<file path="src/rtl/pln_dmem_ctrl_pkg.sv">
// Shared types and memory-map constants for the PLN data-memory controller.
// Offsets and STATUS bit positions match the map used by the CPU firmware tests.
package pln_dmem_ctrl_pkg;

    typedef enum logic [1:0] {
        ST_IDLE,
        ST_ISSUE,
        ST_WAIT,
        ST_RESP
    } state_e;

    typedef enum logic [2:0] {
        TGT_RAM,
        TGT_CON,
        TGT_STAT,
        TGT_CYC,
        TGT_NONE
    } target_e;

    localparam logic [15:0] OFS_CON_DATA = 16'h0000;
    localparam logic [15:0] OFS_STATUS   = 16'h0001;
    localparam logic [15:0] OFS_CYCLES   = 16'h0002;

    localparam int STAT_FULL    = 0;
    localparam int STAT_EMPTY   = 1;
    localparam int STAT_OVF     = 2;
    localparam int STAT_CNT_LSB = 4;

    function automatic logic [3:0] sat_count(input logic [15:0] cnt);
        return (cnt > 16'd15) ? 4'hF : cnt[3:0];
    endfunction

    function automatic logic [15:0] pack_status(input logic [3:0] cnt, input logic ovf,
                                                input logic empty, input logic full);
        logic [15:0] s;
        s = '0;
        s[STAT_CNT_LSB +: 4] = cnt;
        s[STAT_OVF]          = ovf;
        s[STAT_EMPTY]        = empty;
        s[STAT_FULL]         = full;
        return s;
    endfunction

endpackage

</file>
<file path="src/rtl/pln_dmem_ctrl_if.sv">
// CPU data-port bundle between the PLN memory stage (master) and the controller (slave).
// req/write/addr/wdata are sampled only while the controller is idle; every accepted
// req gets exactly one ready pulse, and rdata/bus_err are meaningful only while ready=1.
interface pln_dmem_ctrl_if;
    logic        req;
    logic        write;
    logic [15:0] addr;
    logic [15:0] wdata;
    logic [15:0] rdata;
    logic        ready;
    logic        bus_err;

    modport master (output req, write, addr, wdata, input rdata, ready, bus_err);
    modport slave  (input req, write, addr, wdata, output rdata, ready, bus_err);
endinterface

</file>
<file path="src/rtl/pln_dmem_ctrl_fifo.sv">
// Console TX FIFO, registered output (no fall-through).
// A push into a full FIFO is still accepted when a pop happens on the same edge.
module pln_sync_fifo #(
    parameter int WIDTH = 8,
    parameter int DEPTH = 8
) (
    input  logic                     clk,
    input  logic                     rst,
    input  logic                     push_i,
    input  logic                     pop_i,
    input  logic [WIDTH-1:0]         din_i,
    output logic [WIDTH-1:0]         dout_o,
    output logic                     full_o,
    output logic                     empty_o,
    output logic [$clog2(DEPTH):0]   count_o
);
    localparam int AW = $clog2(DEPTH);

    logic [WIDTH-1:0] mem_q [DEPTH];
    logic [AW-1:0]    rd_q;
    logic [AW-1:0]    wr_q;
    logic [AW:0]      cnt_q;
    logic             do_pop;
    logic             do_push;

    assign empty_o = (cnt_q == '0);
    assign full_o  = (cnt_q == (AW+1)'(DEPTH));
    assign count_o = cnt_q;
    assign dout_o  = empty_o ? '0 : mem_q[rd_q];

    assign do_pop  = pop_i && !empty_o;
    assign do_push = push_i && (!full_o || do_pop);

    always_ff @(posedge clk or posedge rst) begin
        if (rst) begin
            rd_q  <= '0;
            wr_q  <= '0;
            cnt_q <= '0;
        end else begin
            if (do_pop)  rd_q <= rd_q + AW'(1);
            if (do_push) wr_q <= wr_q + AW'(1);
            case ({do_push, do_pop})
                2'b10:   cnt_q <= cnt_q + (AW+1)'(1);
                2'b01:   cnt_q <= cnt_q - (AW+1)'(1);
                default: cnt_q <= cnt_q;
            endcase
        end
    end

    // Storage needs no reset; dout is masked while empty.
    always_ff @(posedge clk) begin
        if (do_push) mem_q[wr_q] <= din_i;
    end

endmodule

</file>
<file path="src/rtl/pln_dmem_ctrl.sv">
// PLN CPU data-memory controller: fixed 3-cycle accesses to sync RAM, the console
// FIFO, STATUS and a free-running cycle counter; unmapped accesses pulse bus_err.
module pln_dmem_ctrl
    import pln_dmem_ctrl_pkg::*;
#(
    parameter int          RAM_AW     = 12,
    parameter int          FIFO_DEPTH = 8,
    parameter logic [15:0] MMIO_BASE  = 16'hFF00
) (
    input  logic              clk,
    input  logic              rst,
    pln_dmem_ctrl_if.slave    cpu,
    output logic              ram_en_o,
    output logic              ram_we_o,
    output logic [RAM_AW-1:0] ram_addr_o,
    output logic [15:0]       ram_wdata_o,
    input  logic [15:0]       ram_rdata_i,
    output logic              con_valid_o,
    output logic [7:0]        con_data_o,
    input  logic              con_ready_i,
    output state_e            state_o
);
    localparam int          CW        = $clog2(FIFO_DEPTH) + 1;
    localparam logic [16:0] RAM_WORDS = 17'd1 << RAM_AW;

    state_e              state_q, state_d;
    target_e             tgt_q, tgt_d, req_tgt;
    logic                write_q, write_d;
    logic [7:0]          byte_q, byte_d;
    logic [15:0]         rdata_q, rdata_d;
    logic                ram_en_q, ram_en_d;
    logic                ram_we_q, ram_we_d;
    logic [RAM_AW-1:0]   ram_addr_q, ram_addr_d;
    logic [15:0]         ram_wdata_q, ram_wdata_d;
    logic                ovf_q, ovf_d;
    logic [15:0]         cyc_q;
    logic [15:0]         offset;
    logic                fifo_push, fifo_pop, fifo_full, fifo_empty, ovf_clr;
    logic [CW-1:0]       fifo_count;
    logic [15:0]         status;

    pln_sync_fifo #(.WIDTH(8), .DEPTH(FIFO_DEPTH)) u_con_fifo (
        .clk     (clk),
        .rst     (rst),
        .push_i  (fifo_push),
        .pop_i   (fifo_pop),
        .din_i   (byte_q),
        .dout_o  (con_data_o),
        .full_o  (fifo_full),
        .empty_o (fifo_empty),
        .count_o (fifo_count)
    );

    assign con_valid_o = !fifo_empty;
    assign fifo_pop    = con_valid_o && con_ready_i;
    assign status      = pack_status(sat_count(16'(fifo_count)), ovf_q, fifo_empty, fifo_full);

    // MMIO wins over RAM so a large RAM_AW can never shadow the register window.
    always_comb begin
        req_tgt = TGT_NONE;
        offset  = cpu.addr - MMIO_BASE;
        if (cpu.addr >= MMIO_BASE) begin
            case (offset)
                OFS_CON_DATA: req_tgt = TGT_CON;
                OFS_STATUS:   req_tgt = TGT_STAT;
                OFS_CYCLES:   req_tgt = TGT_CYC;
                default:      req_tgt = TGT_NONE;
            endcase
        end else if ({1'b0, cpu.addr} < RAM_WORDS) begin
            req_tgt = TGT_RAM;
        end
    end

    always_comb begin
        state_d     = state_q;
        tgt_d       = tgt_q;
        write_d     = write_q;
        byte_d      = byte_q;
        rdata_d     = rdata_q;
        ram_en_d    = 1'b0;
        ram_we_d    = 1'b0;
        ram_addr_d  = ram_addr_q;
        ram_wdata_d = ram_wdata_q;
        fifo_push   = 1'b0;
        ovf_clr     = 1'b0;
        case (state_q)
            ST_IDLE: begin
                if (cpu.req) begin
                    state_d = ST_ISSUE;
                    tgt_d   = req_tgt;
                    write_d = cpu.write;
                    byte_d  = cpu.wdata[7:0];
                    if (req_tgt == TGT_RAM) begin
                        ram_en_d    = 1'b1;
                        ram_we_d    = cpu.write;
                        ram_addr_d  = cpu.addr[RAM_AW-1:0];
                        ram_wdata_d = cpu.wdata;
                    end
                end
            end
            ST_ISSUE: state_d = ST_WAIT;
            ST_WAIT: begin
                state_d = ST_RESP;
                rdata_d = '0;
                case (tgt_q)
                    TGT_RAM:  if (!write_q) rdata_d = ram_rdata_i;
                    TGT_CON:  fifo_push = write_q;
                    TGT_STAT: begin
                        if (!write_q) rdata_d = status;
                        ovf_clr = write_q && byte_q[STAT_OVF];
                    end
                    TGT_CYC:  if (!write_q) rdata_d = cyc_q;
                    default:  rdata_d = '0;
                endcase
            end
            ST_RESP: state_d = ST_IDLE;
            default: state_d = ST_IDLE;
        endcase
    end

    // A push that lands on a full FIFO with no pop on the same edge is lost.
    always_comb begin
        ovf_d = ovf_q;
        if (ovf_clr) ovf_d = 1'b0;
        if (fifo_push && fifo_full && !fifo_pop) ovf_d = 1'b1;
    end

    always_ff @(posedge clk or posedge rst) begin
        if (rst) begin
            state_q     <= ST_IDLE;
            tgt_q       <= TGT_NONE;
            write_q     <= 1'b0;
            byte_q      <= '0;
            rdata_q     <= '0;
            ram_en_q    <= 1'b0;
            ram_we_q    <= 1'b0;
            ram_addr_q  <= '0;
            ram_wdata_q <= '0;
            ovf_q       <= 1'b0;
            cyc_q       <= '0;
        end else begin
            state_q     <= state_d;
            tgt_q       <= tgt_d;
            write_q     <= write_d;
            byte_q      <= byte_d;
            rdata_q     <= rdata_d;
            ram_en_q    <= ram_en_d;
            ram_we_q    <= ram_we_d;
            ram_addr_q  <= ram_addr_d;
            ram_wdata_q <= ram_wdata_d;
            ovf_q       <= ovf_d;
            cyc_q       <= cyc_q + 16'd1;
        end
    end

    assign cpu.ready   = (state_q == ST_RESP);
    assign cpu.bus_err = cpu.ready && (tgt_q == TGT_NONE);
    assign cpu.rdata   = cpu.ready ? rdata_q : '0;

    assign ram_en_o    = ram_en_q;
    assign ram_we_o    = ram_we_q;
    assign ram_addr_o  = ram_addr_q;
    assign ram_wdata_o = ram_wdata_q;
    assign state_o     = state_q;

endmodule

</file>
<file path="src/flat_wrapper.sv">
// flat-port wrapper written by rule: the top's interface ports become plain ports
module pln_dmem_ctrl_flat import pln_dmem_ctrl_pkg::*;
#(
    parameter int          RAM_AW     = 12,
    parameter int          FIFO_DEPTH = 8,
    parameter logic [15:0] MMIO_BASE  = 16'hFF00
)
  (clk, rst, ram_en_o, ram_we_o, ram_addr_o, ram_wdata_o, ram_rdata_i, con_valid_o, con_data_o, con_ready_i, state_o, cpu_req, cpu_write, cpu_addr, cpu_wdata, cpu_rdata, cpu_ready, cpu_bus_err);
  pln_dmem_ctrl_if cpu_i ();
  input  logic clk;
  input  logic rst;
  output logic ram_en_o;
  output logic ram_we_o;
  output logic [RAM_AW-1:0] ram_addr_o;
  output logic [15:0] ram_wdata_o;
  input  logic [15:0] ram_rdata_i;
  output logic con_valid_o;
  output logic [7:0] con_data_o;
  input  logic con_ready_i;
  output state_e state_o;
  input wire logic [$bits(cpu_i.req)-1:0] cpu_req;
  input wire logic [$bits(cpu_i.write)-1:0] cpu_write;
  input wire logic [$bits(cpu_i.addr)-1:0] cpu_addr;
  input wire logic [$bits(cpu_i.wdata)-1:0] cpu_wdata;
  output wire logic [$bits(cpu_i.rdata)-1:0] cpu_rdata;
  output wire logic [$bits(cpu_i.ready)-1:0] cpu_ready;
  output wire logic [$bits(cpu_i.bus_err)-1:0] cpu_bus_err;
  assign cpu_i.req = cpu_req;
  assign cpu_i.write = cpu_write;
  assign cpu_i.addr = cpu_addr;
  assign cpu_i.wdata = cpu_wdata;
  assign cpu_rdata = cpu_i.rdata;
  assign cpu_ready = cpu_i.ready;
  assign cpu_bus_err = cpu_i.bus_err;
  pln_dmem_ctrl #(.RAM_AW(RAM_AW), .FIFO_DEPTH(FIFO_DEPTH), .MMIO_BASE(MMIO_BASE)) u_core (.clk(clk), .rst(rst), .cpu(cpu_i), .ram_en_o(ram_en_o), .ram_we_o(ram_we_o), .ram_addr_o(ram_addr_o), .ram_wdata_o(ram_wdata_o), .ram_rdata_i(ram_rdata_i), .con_valid_o(con_valid_o), .con_data_o(con_data_o), .con_ready_i(con_ready_i), .state_o(state_o));
endmodule
</file>
<file path="config.mk">
export PLATFORM = sky130hd
export DESIGN_NAME = pln_dmem_ctrl_flat
export DESIGN_NICKNAME = d
export VERILOG_FILES = /design/src/rtl/pln_dmem_ctrl_pkg.sv /design/src/rtl/pln_dmem_ctrl_if.sv /design/src/rtl/pln_dmem_ctrl_fifo.sv /design/src/rtl/pln_dmem_ctrl.sv /design/src/flat_wrapper.sv
export SDC_FILE = /design/constraint.sdc
export NUM_CORES = 1
export LEC_CHECK = 0
export BUFFER_PORTS_ARGS = -buffer_cell sky130_fd_sc_hd__buf_2
export CORE_MARGIN = 1
export CORE_UTILIZATION = 51
export DETAILED_ROUTE_END_ITERATION = 10
export PLACE_DENSITY = 0.78
export SLEW_MARGIN = 5
export SYNTH_ARGS = -nofsm -noshare
export SYNTH_HDL_FRONTEND = slang
export SYNTH_HIERARCHICAL = 1
export SYNTH_SLANG_ARGS = --single-unit
</file>
<file path="constraint.sdc">
create_clock -name clk -period 3.3 [get_ports clk]
set_clock_uncertainty 0.05 [all_clocks]
set_input_delay 0.165 -clock clk [delete_from_list [all_inputs] [get_ports clk]]
set_output_delay 0.165 -clock clk [all_outputs]
set_load 0.02 [all_outputs]
</file>
Word-level counts from Yosys, hierarchy flattened
Memory sizes are Yosys's and may differ from the RTL's.
Index checks and enable logic that the tools add are counted.
{"block": "totals", "wordCells": 82, "latchBits": 0, "regBits": 87, "mem_count": 1, "mem_bits_rw": 64, "output_inout_bits": 59, "romBits": 0}
{"name": "u_core.u_con_fifo.mem_q", "words": 8, "width": 8, "read_ports": 1, "rd_clocked_by_memory_dff": 0, "wr": 1, "line_no": "pln_dmem_ctrl_fifo.sv:19", "text": "logic [WIDTH-1:0] mem_q [DEPTH];"}
{"block": "op_classes", "eq_ne": 13, "div_mod_pow": 0, "n_mul": 0, "reduce_logical": 20, "addsub": 6, "order_cmp": 2, "n_mux": 26, "bitwise": 0, "n_shift": 0}
{"operator": "16-bit two-way mux", "n": 3}
{"operator": "16-bit case mux with 3 select lines", "n": 1}
{"operator": "16-bit by 1-bit adder with 16-bit output, second input constant", "n": 1}
{"operator": "16-bit by 1-bit == test with 1-bit output, second input constant", "n": 1}
{"operator": "16-bit by 2-bit == test with 1-bit output, second input constant", "n": 1}
{"operator": "16-bit greater-or-equal comparator, second input constant", "n": 1}
{"operator": "16-bit zero test", "n": 1}
{"operator": "16-bit by 13-bit < comparator with 1-bit output, second input constant", "n": 1}
{"operator": "8-bit two-way mux", "n": 2}
{"operator": "16-bit subtractor, second input constant", "n": 1}
{"operator": "1-bit two-way mux", "n": 14}
{"operator": "3-bit case mux with 3 select lines", "n": 1}
{"operator": "2-bit case mux with 4 select lines", "n": 1}
{"operator": "4-bit case mux with 2 select lines", "n": 1}
{"operator": "1-bit logical AND", "n": 7}
{"operator": "3-bit by 1-bit adder with 3-bit output, second input constant", "n": 2}
{"operator": "2-bit == test, second input constant", "n": 3}
{"operator": "3-bit by 2-bit == test with 1-bit output, second input constant", "n": 2}
{"operator": "3-bit zero test", "n": 2}
{"operator": "3-bit two-way mux", "n": 2}
{"operator": "4-bit by 1-bit adder with 4-bit output, second input constant", "n": 1}
{"operator": "2-bit by 1-bit == test with 1-bit output, second input constant", "n": 2}
{"operator": "4-bit == test, second input constant", "n": 1}
{"operator": "4-bit zero test", "n": 1}
{"operator": "other kinds (11)", "n": 14}

Logic depth before layout (Yosys ltp)
{"block": "logic_depth", "ltp_word": 8, "depth_mapped": 12, "depth_no_buf": 11}

By module
Netlist, hierarchy kept.
{"module": "pln_dmem_ctrl", "cells_per_inst": 280, "area_per_inst_um2": 3500.9, "seq_area_each_um2": 1928.1, "n_inst": 1}
{"module": "pln_sync_fifo", "cells_per_inst": 187, "area_per_inst_um2": 3118.0, "seq_area_each_um2": 2172.1, "n_inst": 1}

Least setup slack after synthesis
No wires, ideal clock.
{"block": "synth_timing", "path_type": "register -> register", "startpoint": "register u_core.state_q[0], in the netlist u_core/state_o[0]", "endpoint": "register u_core.u_con_fifo.cnt_q[3], in the netlist u_core/u_con_fifo/count_o[3]", "n_path_buf": 2, "slack_ps": 223, "t_arrival_ps": 2937, "path_stages_with_launch": 12, "path_cell_list": "dfrtp_1 -> inv_1 -> ha_1 -> clkbuf_1 -> nand3b_1 -> nor3_1 -> o21ai_4 -> ha_1 -> clkbuf_1 -> or4b_2 -> a21o_1 -> o221ai_1"}
{"block": "synth_between", "elab_chain_len": 5, "elab_cells_between_ends": 7, "cone_classes": "eq/ne (3); mux (2); reduce/logical (2)"}
{"item": "start, declared", "line_no": "pln_dmem_ctrl.sv:26", "text": "state_e state_q, state_d;"}
{"item": "start signal, assigned", "line_no": "pln_dmem_ctrl.sv:142", "text": "state_q <= state_d;"}
{"item": "2-bit == test (*)", "line_no": "pln_dmem_ctrl.sv:86", "text": "case (state_q)"}
{"item": "1-bit two-way mux (*)", "line_no": "pln_dmem_ctrl.sv:86"}
{"item": "net u_core.fifo_push", "line_no": "pln_dmem_ctrl.sv:38", "text": "logic fifo_push, fifo_pop, fifo_full, fifo_empty, ovf_clr;"}
{"item": "1-bit logical AND (*)", "line_no": "pln_dmem_ctrl_fifo.sv:32", "text": "assign do_push = push_i && (!full_o || do_pop);"}
{"item": "2-bit by 1-bit == test with 1-bit output / 2-bit == test (equally long branches)", "line_no": "pln_dmem_ctrl_fifo.sv:42", "text": "case ({do_push, do_pop})"}
{"item": "4-bit case mux with 2 select lines / 2-bit nonzero test (equally long branches)"}
{"item": "end signal, assigned", "line_no": "pln_dmem_ctrl_fifo.sv:43", "text": "2'b10: cnt_q <= cnt_q + (AW+1)'(1);"}
{"item": "end signal, assigned", "line_no": "pln_dmem_ctrl_fifo.sv:44", "text": "2'b01: cnt_q <= cnt_q - (AW+1)'(1);"}
{"item": "end signal, assigned", "line_no": "pln_dmem_ctrl_fifo.sv:45", "text": "default: cnt_q <= cnt_q;"}
{"item": "end, declared", "line_no": "pln_dmem_ctrl_fifo.sv:22", "text": "logic [AW:0] cnt_q;"}
Mark *: on every way through the listed nets, which the timed path passes. The rest lies on a longest branch.
A chain may end at the register's enable or synchronous reset.

Worst setup path after layout
{"block": "layout_timing", "startpoint": "register u_core.u_con_fifo.cnt_q[1], in the netlist u_core/u_con_fifo/count_o[1]", "endpoint": "register u_core.u_con_fifo.cnt_q[3], in the netlist u_core/u_con_fifo/count_o[3]"}
{"block": "layout_between", "elab_chain_len": 8, "elab_cells_between_ends": 14, "cone_classes": "add/sub (2); eq/ne (3); mux (1); reduce/logical (8)"}
{"item": "4-bit zero test (*)", "line_no": "pln_dmem_ctrl_fifo.sv:26", "text": "assign empty_o = (cnt_q == '0);"}
{"item": "net u_core.fifo_empty", "line_no": "pln_dmem_ctrl.sv:38"}
{"item": "1-bit zero test (*)", "line_no": "pln_dmem_ctrl.sv:54", "text": "assign con_valid_o = !fifo_empty;"}
{"item": "1-bit logical AND (*)", "line_no": "pln_dmem_ctrl.sv:55", "text": "assign fifo_pop = con_valid_o && con_ready_i;"}
{"item": "net u_core.fifo_pop", "line_no": "pln_dmem_ctrl.sv:38"}
{"item": "1-bit logical AND (*)", "line_no": "pln_dmem_ctrl_fifo.sv:31", "text": "assign do_pop = pop_i && !empty_o;"}
{"item": "net u_core.u_con_fifo.do_pop", "line_no": "pln_dmem_ctrl_fifo.sv:23", "text": "logic do_pop;"}
{"item": "1-bit logical OR", "line_no": "pln_dmem_ctrl_fifo.sv:32"}
{"item": "1-bit logical AND", "line_no": "pln_dmem_ctrl_fifo.sv:32"}
{"item": "2-bit by 1-bit == test with 1-bit output / 2-bit == test (equally long branches)", "line_no": "pln_dmem_ctrl_fifo.sv:42"}
{"item": "4-bit case mux with 2 select lines / 2-bit nonzero test (equally long branches)"}
Marked as above.

==> impl_metrics.tcl <==
set metrics [dict create \
    ctsHtreeMaxLevel 4 \
    seq_power_share_pct 42.6 \
    post_cts_buffers 0 \
    cts_tree "yes" \
    cap_violations 0 \
    grt_pass1_vias 4529 \
    overflow 0 \
    period_minus_slack_ps 2960 \
    gp_congestion 0.801 \
    synth_cells 467 \
    cp.required_ps 3520 \
    post-route-util_pct 65.5 \
    p_clk_share_pct 26.7 \
    port_buffers 111 \
    final_layout_size_suffix_gt1_share_pct 32.6 \
    syn2layout_area_growth_pct 24.9 \
    dpl_cell_area_mm2 0.00735 \
    ys_warn_count 6 \
    die_area_mm2 0.0134 \
    setup_ws_ps 336 \
    pre_cts_slack_ps 380 \
    clk_pin_slew_ps 60 \
    setup_viol 0 \
    crit_path_top_delay_cell "dfrtp_1" \
    die_x_um 116 \
    clock-root-buffer "clkbuf_16" \
    num_rows 41 \
    slew_headroom_pct 15.8 \
    final_hold_viol_count 0 \
    fmax_mhz 337 \
    critical_path.most_common_cell "nor2b_1" \
    drtIter0Drc 306 \
    tightest_slew_ps 1250 \
    synthTopCellsByArea "dfrtp_1 33%, edfxtp_1 29%, mux2i_1 5.0%" \
    layout_commonest_cell "buf_2" \
    nets 687 \
    core-area_mm2 0.0126 \
    path_max_fanout 9 \
    grt_max_degree 38 \
    switching_power_mw 2.23 \
    layout_common_cells "111 x buf_2, 86 x dfrtp_1, 64 x edfxtp_1" \
    synth_top_area_share_pct 32.5 \
    ys_ff_latch 151 \
    arrival_ps 3190 \
    clk-insertion-delay-late_ps 420 \
    hold-worst-slack_ps 12.9 \
    path_cells "nor4_2, nor2b_1, nor2b_1, ha_1, or3b_1, a2111oi_0, o221ai_1" \
    avgSynthCellArea_um2 14.2 \
    power_density_mw_per_mm2 789 \
    yosys_most_used_dff "dfrtp_1" \
    finalSetupTns_ps 0 \
    ys_seq_area_share_pct 61.9 \
    cpPeakStageDelay_ps 540 \
    die_h_um 116 \
    critical_path_buf_inv_count 0 \
    ir_drop_mv 0.464 \
    antenna_found_initial 0 \
    cts_buffer_depth 2 \
    boundaryPins 112 \
    yosysTopAreaCell "dfrtp_1" \
    start_kind "register" \
    cp_top_family "simple AND/OR/NAND/NOR gates" \
    rsz0062_at_grt "no" \
    num_vias 4356 \
    finalInstanceArea_mm2 0.00827 \
    synth_cell_types 54 \
    grt.total_usage_pct 23.2 \
    cts_buffers 17 \
    ys_async_sr_fraction_pct 57.6 \
    min_path_type "input port to register" \
    antenna_cells 0 \
    synth_nets 529 \
    dp_hpwl_mm 9.47 \
    cts_resized 0 \
    slew_viol_final 0 \
    end_kind "register" \
    start_util_pct 52.4 \
    outcome "completed" \
    finalCritPeriodShare_pct 89.8 \
    drc_errors 0 \
    grt_pass1_wl_mm 23.0 \
    wire_per_inst_um 17.9 \
    p_sw_share_pct 34.2 \
    via_per_inst 5.38 \
    worst-setup-path-type "register to register" \
    p_comb_share_pct 30.7 \
    ant_nets 0 \
    power.internal_mw 4.29 \
    firstDrtPassIters 4 \
    leakage_nw 3.64 \
    syn_area_mm2 0.00662 \
    drt_wl_total_mm 14.5 \
    synth_edf_count 64 \
    clock-sinks 151 \
]
worst paths after layout:
| path | cells past startpoint | start | endpoint | slack [ps] |
|---|---|---|---|---|
| hold reg to reg | 1 | u_core/cyc_q[15]$_DFF_PP0_ | u_core/cyc_q[15]$_DFF_PP0_ | 440 |
| setup / recovery | 7 | u_core/u_con_fifo/count_o[1]$_DFFE_PP0P_ | u_core/u_con_fifo/count_o[3]$_DFFE_PP0P_ | 340 |
| min in group asynchronous | 3 | rst | u_core/u_con_fifo/wr_q[2]$_DFFE_PP0P_ | 260 |
| max in group asynchronous | 4 | rst | u_core/tgt_q[2]$_DFFE_PP1P_ | 2050 |
| hold / removal | 3 | ram_rdata_i[13] | u_core/rdata_q[13]$_DFFE_PP0P_ | 10 |
| setup reg to reg | 7 | u_core/u_con_fifo/count_o[1]$_DFFE_PP0P_ | u_core/u_con_fifo/count_o[3]$_DFFE_PP0P_ | 340 |
synth_stat cells, types with 2 or more instances:
library cell and count:
dfrtp_1 86, xnor2_1 16, nand3b_1 2, nand2_1 7
edfxtp_1 64, a221o_1 8, mux2i_1 33, buf_12 2
nor2_1 10, o21ai_0 4, nand2b_1 4, mux2_4 18
and2_1 20, o22ai_1 16, buf_4 3, nand3_1 4
nand4b_1 2, and3_1 2, nor2b_1 5, nand4_1 7
a221oi_1 8, or4_1 3, buf_1 4, clkbuf_1 12
xor2_1 6, nor3_1 6, and4_1 4, ha_1 9
a21oi_1 3, buf_6 2, mux2_2 28, a22o_1 2
inv_1 28, a22oi_1 16, o211ai_1 2, nor4_1 3
layout make-up:
cell class	instances	area, µm²
repair buffers	163	1040
well taps	172	215
multi-input cells	263	2260
fillers	961	4350
clock inverters	11	75.1
inverters	29	116
clock buffers	21	460
flip-flops and latches	151	4100
layer usage:
layer	track usage, %	up-vias	routed length, µm
met3	5.60	20	586
met2	37.8	111	7180
met1	30.2	2166	6490
li1	-	2059	-
met4	9.06	0	217
met5	0	-	0
worst register-to-register path, stage by stage (launching register included):
cell	delay (ps)
dfrtp_1	540
nor4_2	110
nor2b_1	410
nor2b_1	400
ha_1	340
or3b_1	410
a2111oi_0	400
o221ai_1	180
through the flow:
| step | total power [mW] | instances |
|---|---|---|
| 3_3_place_gp | 4.66 | 740 |
| 2_1_floorplan | 4.10 | 467 |
| 6_report | 6.52 | 810 |
| 5_1_grt | 6.85 | 810 |
| 3_5_place_dp | 4.75 | 740 |
| 4_1_cts | 6.54 | 810 |
cells by family after synthesis:
family	share of synthesized area, %
AOI/OAI and AO/OA	7.92
xor gates and xnor gates	2.91
adders and majority gates	1.70
buffers and inverters	4.03
DFF	61.9
muxes	13.8
and+or+nand+nor	7.66
registers in the layout, summed over array words and instances, names as in the netlist, 2 cells and up:
signal                     cells
u_core/byte_q                  8
u_core/u_con_fifo/rd_q         3
u_core/u_con_fifo/wr_q         3
u_core/rdata_q                16
u_core/u_con_fifo/mem_q       64
u_core/ram_addr_o             12
u_core/state_o                 2
u_core/tgt_q                   3
u_core/cyc_q                  16
u_core/u_con_fifo/count_o      4
u_core/ram_wdata_o            16
power groups by stage:
stage | Sequential [mW] | Clock (mW) | Combinational [mW]
after floorplan | 2.84 | 0 | 1.26
after global placement | 2.76 | 0 | 1.90
after detailed placement | 2.80 | 0 | 1.95
after CTS | 2.77 | 1.77 | 2.00
after global routing | 2.83 | 1.86 | 2.16
final | 2.78 | 1.74 | 2.00
repair_timing:
action | CTS | global route
hold endpoints to repair | 75 | 0
endpoints found under the setup margin | 0 | 0
hold buffers | 38 | 0
Note: power is estimated with default switching activity, not from simulation.
